[src/rtl/ysyx_22050078_div_ctrl.sv]
// Multi-cycle restoring divide/remainder sequencer for RV64M div/rem (word and doubleword).
// Optional DIV_EARLY_OUT_EN: finish in the accept cycle when |dividend| < |divisor|.
module ysyx_22050078_div_ctrl #(
    parameter int unsigned DATA_WIDTH = 64,
    parameter int unsigned CNT_WIDTH  = 7
) (
    input  logic                  clk,
    input  logic                  rst,
    input  logic                  i_valid,
    output logic                  o_ready,
    input  logic [2:0]            i_op,
    input  logic [DATA_WIDTH-1:0] i_src1,
    input  logic [DATA_WIDTH-1:0] i_src2,
    input  logic                  i_flush,
    output logic                  o_valid,
    input  logic                  i_ready,
    output logic [DATA_WIDTH-1:0] o_result,
    output logic                  o_busy
);
    localparam int unsigned W  = DATA_WIDTH;
    localparam int unsigned HW = DATA_WIDTH / 2;
    localparam logic [W-1:0]  MIN_W = {1'b1, {(W-1){1'b0}}};
    localparam logic [HW-1:0] MIN_H = {1'b1, {(HW-1){1'b0}}};

    typedef enum logic [1:0] {IDLE, CALC, DONE} state_e;

    state_e               state_q;
    logic [CNT_WIDTH-1:0] cnt_q;
    logic [W-1:0]         rem_q;
    logic [W-1:0]         quo_q;
    logic [W-1:0]         dvs_q;
    logic [W-1:0]         result_q;
    logic                 neg_quo_q;
    logic                 neg_rem_q;
    logic                 op_rem_q;
    logic                 op_word_q;
    logic                 valid_q;

    function automatic logic [W-1:0] word_ext(input logic [W-1:0] v);
        return {{HW{v[HW-1]}}, v[HW-1:0]};
    endfunction

    // Apply sign to a magnitude, then sign-extend from the word width when needed.
    function automatic logic [W-1:0] fixup(input logic [W-1:0] mag, input logic neg,
                                           input logic word);
        logic [W-1:0] v;
        v = neg ? ('0 - mag) : mag;
        return word ? word_ext(v) : v;
    endfunction

    // Operand preparation at the selected width.
    logic         op_uns;
    logic         op_rem;
    logic         op_word;
    logic [W-1:0] a_ext;
    logic [W-1:0] b_ext;
    logic [W-1:0] a_mag;
    logic [W-1:0] b_mag;
    logic [W-1:0] a_fin;
    logic         a_neg;
    logic         b_neg;
    logic         b_zero;
    logic         ovf;
    logic         early;
    logic         special;
    logic [W-1:0] special_res;

    assign op_uns  = i_op[0];
    assign op_rem  = i_op[1];
    assign op_word = i_op[2];

    always_comb begin
        a_ext = i_src1;
        b_ext = i_src2;
        if (op_word) begin
            a_ext = op_uns ? {{HW{1'b0}}, i_src1[HW-1:0]} : {{HW{i_src1[HW-1]}}, i_src1[HW-1:0]};
            b_ext = op_uns ? {{HW{1'b0}}, i_src2[HW-1:0]} : {{HW{i_src2[HW-1]}}, i_src2[HW-1:0]};
        end
    end

    assign a_neg  = ~op_uns & a_ext[W-1];
    assign b_neg  = ~op_uns & b_ext[W-1];
    assign a_mag  = a_neg ? ('0 - a_ext) : a_ext;
    assign b_mag  = b_neg ? ('0 - b_ext) : b_ext;
    assign a_fin  = op_word ? word_ext(a_ext) : a_ext;
    assign b_zero = (b_ext == '0);
    assign ovf    = ~op_uns & (b_ext == '1) &
                    (op_word ? (a_ext[HW-1:0] == MIN_H) : (a_ext == MIN_W));

`ifdef DIV_EARLY_OUT_EN
    assign early = ~b_zero & (a_mag < b_mag);
`else
    assign early = 1'b0;
`endif

    assign special = b_zero | ovf | early;

    always_comb begin
        if (b_zero) begin
            special_res = op_rem ? a_fin : '1;
        end else if (ovf) begin
            special_res = op_rem ? '0 : a_fin;
        end else begin
            special_res = op_rem ? a_fin : '0;
        end
    end

    // One restoring step: shift {rem, quo}, trial-subtract the divisor magnitude.
    logic [W:0]   shift_rem;
    logic         fits;
    logic [W:0]   trial;
    logic [W-1:0] step_rem;
    logic [W-1:0] step_quo;

    assign shift_rem = {rem_q, quo_q[W-1]};
    assign fits      = (shift_rem >= {1'b0, dvs_q});
    assign trial     = fits ? (shift_rem - {1'b0, dvs_q}) : shift_rem;
    assign step_rem  = trial[W-1:0];
    assign step_quo  = {quo_q[W-2:0], fits};

    always_ff @(posedge clk or posedge rst) begin
        if (rst) begin
            state_q   <= IDLE;
            cnt_q     <= '0;
            rem_q     <= '0;
            quo_q     <= '0;
            dvs_q     <= '0;
            result_q  <= '0;
            neg_quo_q <= 1'b0;
            neg_rem_q <= 1'b0;
            op_rem_q  <= 1'b0;
            op_word_q <= 1'b0;
            valid_q   <= 1'b0;
        end else if (i_flush) begin
            state_q  <= IDLE;
            cnt_q    <= '0;
            result_q <= '0;
            valid_q  <= 1'b0;
        end else begin
            unique case (state_q)
                IDLE: begin
                    if (i_valid) begin
                        op_rem_q  <= op_rem;
                        op_word_q <= op_word;
                        neg_quo_q <= a_neg ^ b_neg;
                        neg_rem_q <= a_neg;
                        dvs_q     <= b_mag;
                        if (special) begin
                            state_q  <= DONE;
                            valid_q  <= 1'b1;
                            result_q <= special_res;
                        end else begin
                            state_q <= CALC;
                            cnt_q   <= op_word ? CNT_WIDTH'(HW) : CNT_WIDTH'(W);
                            rem_q   <= '0;
                            // Word dividends start in the upper half so the MSB shifts out first.
                            quo_q   <= op_word ? {a_mag[HW-1:0], {HW{1'b0}}} : a_mag;
                        end
                    end
                end
                CALC: begin
                    rem_q <= step_rem;
                    quo_q <= step_quo;
                    cnt_q <= cnt_q - CNT_WIDTH'(1);
                    if (cnt_q == CNT_WIDTH'(1)) begin
                        state_q  <= DONE;
                        valid_q  <= 1'b1;
                        result_q <= op_rem_q ? fixup(step_rem, neg_rem_q, op_word_q)
                                             : fixup(step_quo, neg_quo_q, op_word_q);
                    end
                end
                DONE: begin
                    if (i_ready) begin
                        state_q  <= IDLE;
                        valid_q  <= 1'b0;
                        result_q <= '0;
                    end
                end
                default: state_q <= IDLE;
            endcase
        end
    end

    assign o_ready  = (state_q == IDLE);
    assign o_valid  = valid_q;
    assign o_result = result_q;
    assign o_busy   = (i_valid & o_ready & ~i_flush) | (state_q == CALC) |
                      ((state_q == DONE) & ~i_ready);

endmodule
[config.mk]
export PLATFORM = sky130hd
export DESIGN_NAME = ysyx_22050078_div_ctrl
export DESIGN_NICKNAME = d
export VERILOG_FILES = /design/src/rtl/ysyx_22050078_div_ctrl.sv
export SDC_FILE = /design/constraint.sdc
export NUM_CORES = 1
export LEC_CHECK = 0
export ABC_AREA = 0
export CORE_MARGIN = 1
export CORE_UTILIZATION = 30
export CTS_BUF_LIST = sky130_fd_sc_hd__clkbuf_2 sky130_fd_sc_hd__clkbuf_4 sky130_fd_sc_hd__clkbuf_8
export CTS_CLUSTER_DIAMETER = 40
export CTS_CLUSTER_SIZE = 40
export DETAILED_ROUTE_END_ITERATION = 8
export PLACE_DENSITY = 0.56
export SLEW_MARGIN = 20
export SYNTH_ARGS = -nofsm -noshare
export SYNTH_HDL_FRONTEND = slang
export SYNTH_SLANG_ARGS = --single-unit
[constraint.sdc]
create_clock -name clk -period 25 [get_ports clk]
set_clock_uncertainty 0.2 [all_clocks]
set_input_delay 2.5 -clock clk [delete_from_list [all_inputs] [get_ports clk]]
set_output_delay 2.5 -clock clk [all_outputs]
set_load 0.02 [all_outputs]
; ---- Word level (Yosys, flattened, before mapping)
; Cells that the tools add are included.
[totals]
romBits = 0
latchBits = 0
out_inout_bits = 67
regBits = 270
mem_bits_rw = 0
word_cells = 104
mem_count = 0
[classes]
shifts = 0
n_reduce_logical = 10
add_sub_neg = 6
bitwise = 14
mux = 49
mul = 0
order_cmp = 1
eq_ne = 13
div = 0
[op_table]
columns = op, n
row1 = $mux 64, 28
row2 = $pmux 64 s2, 2
row3 = $sub 1x64->64 const A, 4
row4 = $pmux 64 s3, 1
row5 = $eq 64x64->1 const B, 2
row6 = $ge 65x64->1, 1
row7 = $logic_not 64->1, 1
row8 = $sub 64x64->64, 1
row9 = $eq 32x32->1 const B, 1
row10 = $mux 7, 4
row11 = $pmux 7 s2, 1
row12 = $mux 2, 5
row13 = $ne 3x3->1 const B, 3
row14 = $reduce_and 3->1, 3
row15 = $and 1x1->1, 7
row16 = $eq 7x1->1 const B, 1
row17 = $sub 7x1->7 const B, 1
row18 = $mux 1, 6
row19 = $pmux 2 s3, 1
row20 = $reduce_and 5->1, 1
row21 = $ne 2x2->1 const B, 2
row22 = $reduce_and 4->1, 1
row23 = $reduce_bool 4->1, 1
row24 = $ne 3x1->1 const B, 1
row25 = other kinds (10), 14

; ---- Logic depth before layout (Yosys ltp)
[logic_depth]
ltp_word = 11
depth_mapped = 33

; ---- Worst setup path before layout
; Ideal clock, no wire load.
[synth_timing]
path_kind = reg2reg
from = register rem_q[0]
to = register result_q[58] (netlist: o_result[58])
setup_time_ns = 0.092
t_required_ns = 24.708
path_slack_ns = 17.958
path_stages_with_launch = 30
arrival_ns = 6.750
cell_sequence = dfrtp_1 ha_1 nor2b_4 o2111ai_4 a211oi_4 nor3_2 o211a_1 buf_6 o21ai_4 buf_6 buf_2 buf_2 buf_1 clkbuf_1 nand2_1 o21ai_0 ha_1 or3b_1 or3_1 or3_1 nor3_1 nand2_1 a211oi_1 a41oi_1 a2111oi_4 nand4_2 o41ai_1 a21oi_1 o311a_1 o31ai_2
[synth_via]
elab_chain_len = 9
word_cells_on_any_way = 13
classes_between = 3 x add/sub / 1 x order compare / 9 x mux
[synth_lines]
columns = element, line_no
row1 = start: declaration, 29  ; logic [W-1:0] rem_q;
row2 = start signal: assignment, 162  ; rem_q <= step_rem;
row3 = $sub 64x64->64 / $ge 65x64->1 (equally long branches), "117, 116"
row4 = $mux 64, 117  ; assign trial = fits ? (shift_rem - {1'b0, dvs_q}) : shift_rem;
row5 = $sub 1x64->64, 47  ; v = neg ? ('0 - mag) : mag;
row6 = $mux 64, 47
row7 = $mux 64, 48  ; return word ? word_ext(v) : v;
row8 = $mux 64 *, 168  ; result_q <= op_rem_q ? fixup(step_rem, neg_rem_q, op_word_q)
row9 = $mux 64 *, 165  ; if (cnt_q == CNT_WIDTH'(1)) begin
row10 = $pmux 64 s3 *, 140  ; unique case (state_q)
row11 = $mux 64 *, 134  ; end else if (i_flush) begin
row12 = end signal: assignment, 151  ; result_q <= special_res;
row13 = end signal: assignment, 168
row14 = end: declaration, 32  ; logic [W-1:0] result_q;
; Every way passes the cells marked *; elsewhere a longest branch is shown, timed or not. The select of a mux whose other input is x is not followed.
; A chain may end at the register's enable or synchronous reset.

; ---- Final worst setup path
[layout_timing]
from = register rem_q[5]
to = register result_q[62] (netlist: o_result[62])
; The elaborated chain is that of the path after synthesis.

==> results.toml <==
[min_path]
hp-class = "reg -> reg"
holdPathStages = 1

[sta]
tns_ns = 0
drv_slew = 0
worstMarginPinSlew_ns = 1.17
rsz0062_at_grt = "false"
maxSlewHeadroom_pct = 21.1
layout_worst_path_cycle_share_pct = 33.2
max_freq_ghz = 0.121
setup_slack_ns = 16.71
hold_viol = 0
post-route-min-period_ns = 8.29
finalSetupViolations = 0

[setup_path]
startpoint_type = "flip-flop"
r2r_cells = 24
worstPathArrival_ns = 8.74
critical_path_class = "reg -> reg"
cp_cell_sequence = "ha_1, nand2_1, nor4_1, nand3_1, o211ai_1, a221oi_4, o21ai_4, buf_4, nand2_1, o21ai_0, ha_1, or3b_1, or3_1, or3_1, nor3_1, nand2_1, a211oi_1, a41oi_1, a2111oi_0, nand4_1, or3_1, a221oi_1, nand2_1, nand2_1"
max_stage_delay_ns = 1.01
crit_path_frequent_cell = "nand2_1"
critical_path.top_delay_family = "simple AND/OR/NAND/NOR gates"
critical_path_depth = 24
cp_data_required_time_ns = 25.45
crit_buf_inv = 1
slowest_stage = "nor4_1"
endpoint_kind = "flip-flop"
crit_fanout = 24

[grt]
antenna_found_initial = 8
grt_overflow = 0
grt_max_degree = 104
grt_usage_pct = 26.0
grt_pass1_wl_um = 178000
grt_pass1_vias = 26800

[yosys]
seq_area_frac_synth_pct = 25.4
synth_async_sr_flop_share_pct = 100
synth_nets = 3857
synthTopCellsByArea = "dfrtp_1 25%, nand2_1 7.8%, o21ai_0 6.0%"
yosys.area.top_type = "dfrtp_1"
ys_seq_elements = 270
synth_cells = 3646
ys_warn_count = 0
syn-cell-area_mm2 = 0.0266
synth_area_per_cell_um2 = 7.31
synth_edf_count = 0
synth_top_area_share_pct = 25.4
synthDistinctLibCells = 125
synth-main-ff-cell = "dfrtp_1"

[layout]
layout.nets = 3927
multi_input_area_mm2 = 0.0183
seqCellArea_mm2 = 0.00676
drive_above_1_share_pct = 6.93
nFillCells = 9344
area_delta_synth_final_pct = 15.7

[routing]
dr.pass1.iters = 6
drc = 0
dr.first_iter.drc_count = 3485
vias_per_cell = 5.94
wl_um = 121000
route.antenna.remaining_nets = 0
wl_per_cell_um = 24.6
via_count = 29200

[job]
max_cap_viol_count = 0

[cts]
root_buffer = "clkbuf_8"
post_cts.repair.setup_buffers = 0
cts_made_buffers = 57
clkTransAtPathRegs_ns = 0.06
cts_sinks = 270
htree_levels = 2
hold_buffers = 0
tritoncts = "done"
cts_resized = 0
clk_latency_ns = 0.75
clock_path_buffers = 3

[die]
start_util_pct = 30.5
pin_count = 203
die_w_um = 300
rows = 108
die-area_mm2 = 0.0900
core_mm2 = 0.0874
die_y_um = 300

[place]
gp_congestion = 0.977
hpwl_um = 94600
dpl_worst_slack_ns = 16.32
io_buffers = 202

[run_status]
status = "finished clean"
worst reg2reg max path: stages, from the launching register on:
cell,delay [ns]
dfrtp_1,0.48
ha_1,0.54
nand2_1,0.16
nor4_1,1.01
nand3_1,0.17
o211ai_1,0.45
a221oi_4,0.14
o21ai_4,0.20
buf_4,0.38
nand2_1,0.09
o21ai_0,0.17
ha_1,0.30
or3b_1,0.37
or3_1,0.33
or3_1,0.36
nor3_1,0.26
nand2_1,0.09
a211oi_1,0.29
a41oi_1,0.14
a2111oi_0,0.90
nand4_1,0.30
or3_1,0.45
a221oi_1,0.32
nand2_1,0.10
nand2_1,0.06
layout make-up:
class                   count  share of cell area [%]
well taps                1155                    4.69
flip-flops and latches    270                    21.9
clock inverters            36                    1.40
repair buffers            247                    7.69
clock buffers              71                    3.05
diodes                      2                  0.0162
inverters                 147                    1.81
multi-input cells        2993                    59.4
final timing paths:
path / slack, ns / from / end
worst max register to register: 16.71 / rem_q[5]$_DFFE_PP0P_ / o_result[62]$_DFFE_PP0P_
min in group asynchronous: 2.15 / rst / o_result[57]$_DFFE_PP0P_
worst max-delay path: 16.71 / rem_q[5]$_DFFE_PP0P_ / o_result[62]$_DFFE_PP0P_
max in group asynchronous: 21.16 / rst / quo_q[4]$_DFFE_PP0P_
worst min register to register: 0.28 / o_result[4]$_DFFE_PP0P_ / o_result[4]$_DFFE_PP0P_
worst min-delay path: 0.28 / o_result[4]$_DFFE_PP0P_ / o_result[4]$_DFFE_PP0P_
sequential cells by signal, indices dropped and copies added, names as in the netlist:
| signal | flops |
|---|---|
| rem_q | 64 |
| neg_quo_q | 1 |
| dvs_q | 64 |
| cnt_q | 7 |
| o_result | 64 |
| neg_rem_q | 1 |
| op_rem_q | 1 |
| op_word_q | 1 |
| o_valid | 1 |
| state_q | 2 |
| quo_q | 64 |
through the flow:
| step | util [%] | hold slack [ns] | instances | cell area, um2 |
|---|---|---|---|---|
| after CTS | 35.2 | 0.280 | 4918 | 30800 |
| final | 35.3 | 0.276 | 4921 | 30800 |
| after detailed placement | 33.7 | 0.265 | 4811 | 29400 |
| after floorplan | - | 0.249 | 3646 | 26600 |
| after global routing | 35.3 | 0.288 | 4920 | 30800 |
| after global placement | 33.7 | 0.260 | 4811 | 29400 |
Yosys cell counts (all sizes together) (46+ instances only):
| cell type | count |
|---|---|
| nor3 | 96 |
| a21o | 46 |
| ha | 74 |
| nand2 | 554 |
| clkbuf | 161 |
| xnor2 | 160 |
| o21ai | 349 |
| nor2 | 312 |
| a21oi | 305 |
| o211ai | 61 |
| nand4 | 70 |
| nor4 | 46 |
| inv | 146 |
| o31ai | 100 |
| buf | 75 |
| xor2 | 98 |
| nand3 | 85 |
| a211oi | 91 |
| dfrtp | 270 |
layer usage:
layer  vias up  GRT usage, %  wire length, um
met5         -             0               67
met4        10          10.2             4860
met2      1436          40.8            54000
met1     14000          36.0            52400
met3       242          3.63             9750
li1      13500             -                -
logic make-up (layout without fill, tap and decap cells):
group,count (synthesis),after routing,share of synthesized area [%]
xor+xnor,258,258,8.48
mux,38,38,1.51
buf+inv,383,501,6.07
flops,270,270,25.4
other cells,0,2,0
fa+ha+maj,75,75,3.55
simple gates,1387,1387,24.7
compound gates,1235,1235,30.4
layout by cell type, fill, tap and decap left out, types with 13 or more instances in the layout:
master	synthesis	routed
a21o_1	45	45
o21a_1	18	18
ha_1	74	73
inv_1	145	143
nor3_1	92	92
nand2_1	554	554
or4_1	29	29
o31ai_1	98	98
nand4_1	68	68
a221oi_1	27	27
o21ai_1	23	22
a211oi_1	88	88
and3_1	16	16
xor2_1	98	98
mux2_2	13	13
dfrtp_1	270	268
a22o_1	14	14
buf_4	4	45
clkdlybuf4s50_1	0	201
clkinvlp_4	0	14
o41ai_1	32	32
nand2b_1	21	21
clkbuf_8	4	65
mux2i_1	24	24
o211ai_1	61	61
nor2_1	309	308
a31oi_1	28	28
o21ai_0	321	321
or3_1	42	42
a21oi_1	292	288
nor4_1	43	43
and2_1	20	20
nand3_1	84	84
a21oi_2	12	15
xnor2_1	160	160
a22oi_1	23	23
Power is not shown: default switching activity piles up to over one toggle a cycle in this logic, so the estimate is an artifact.
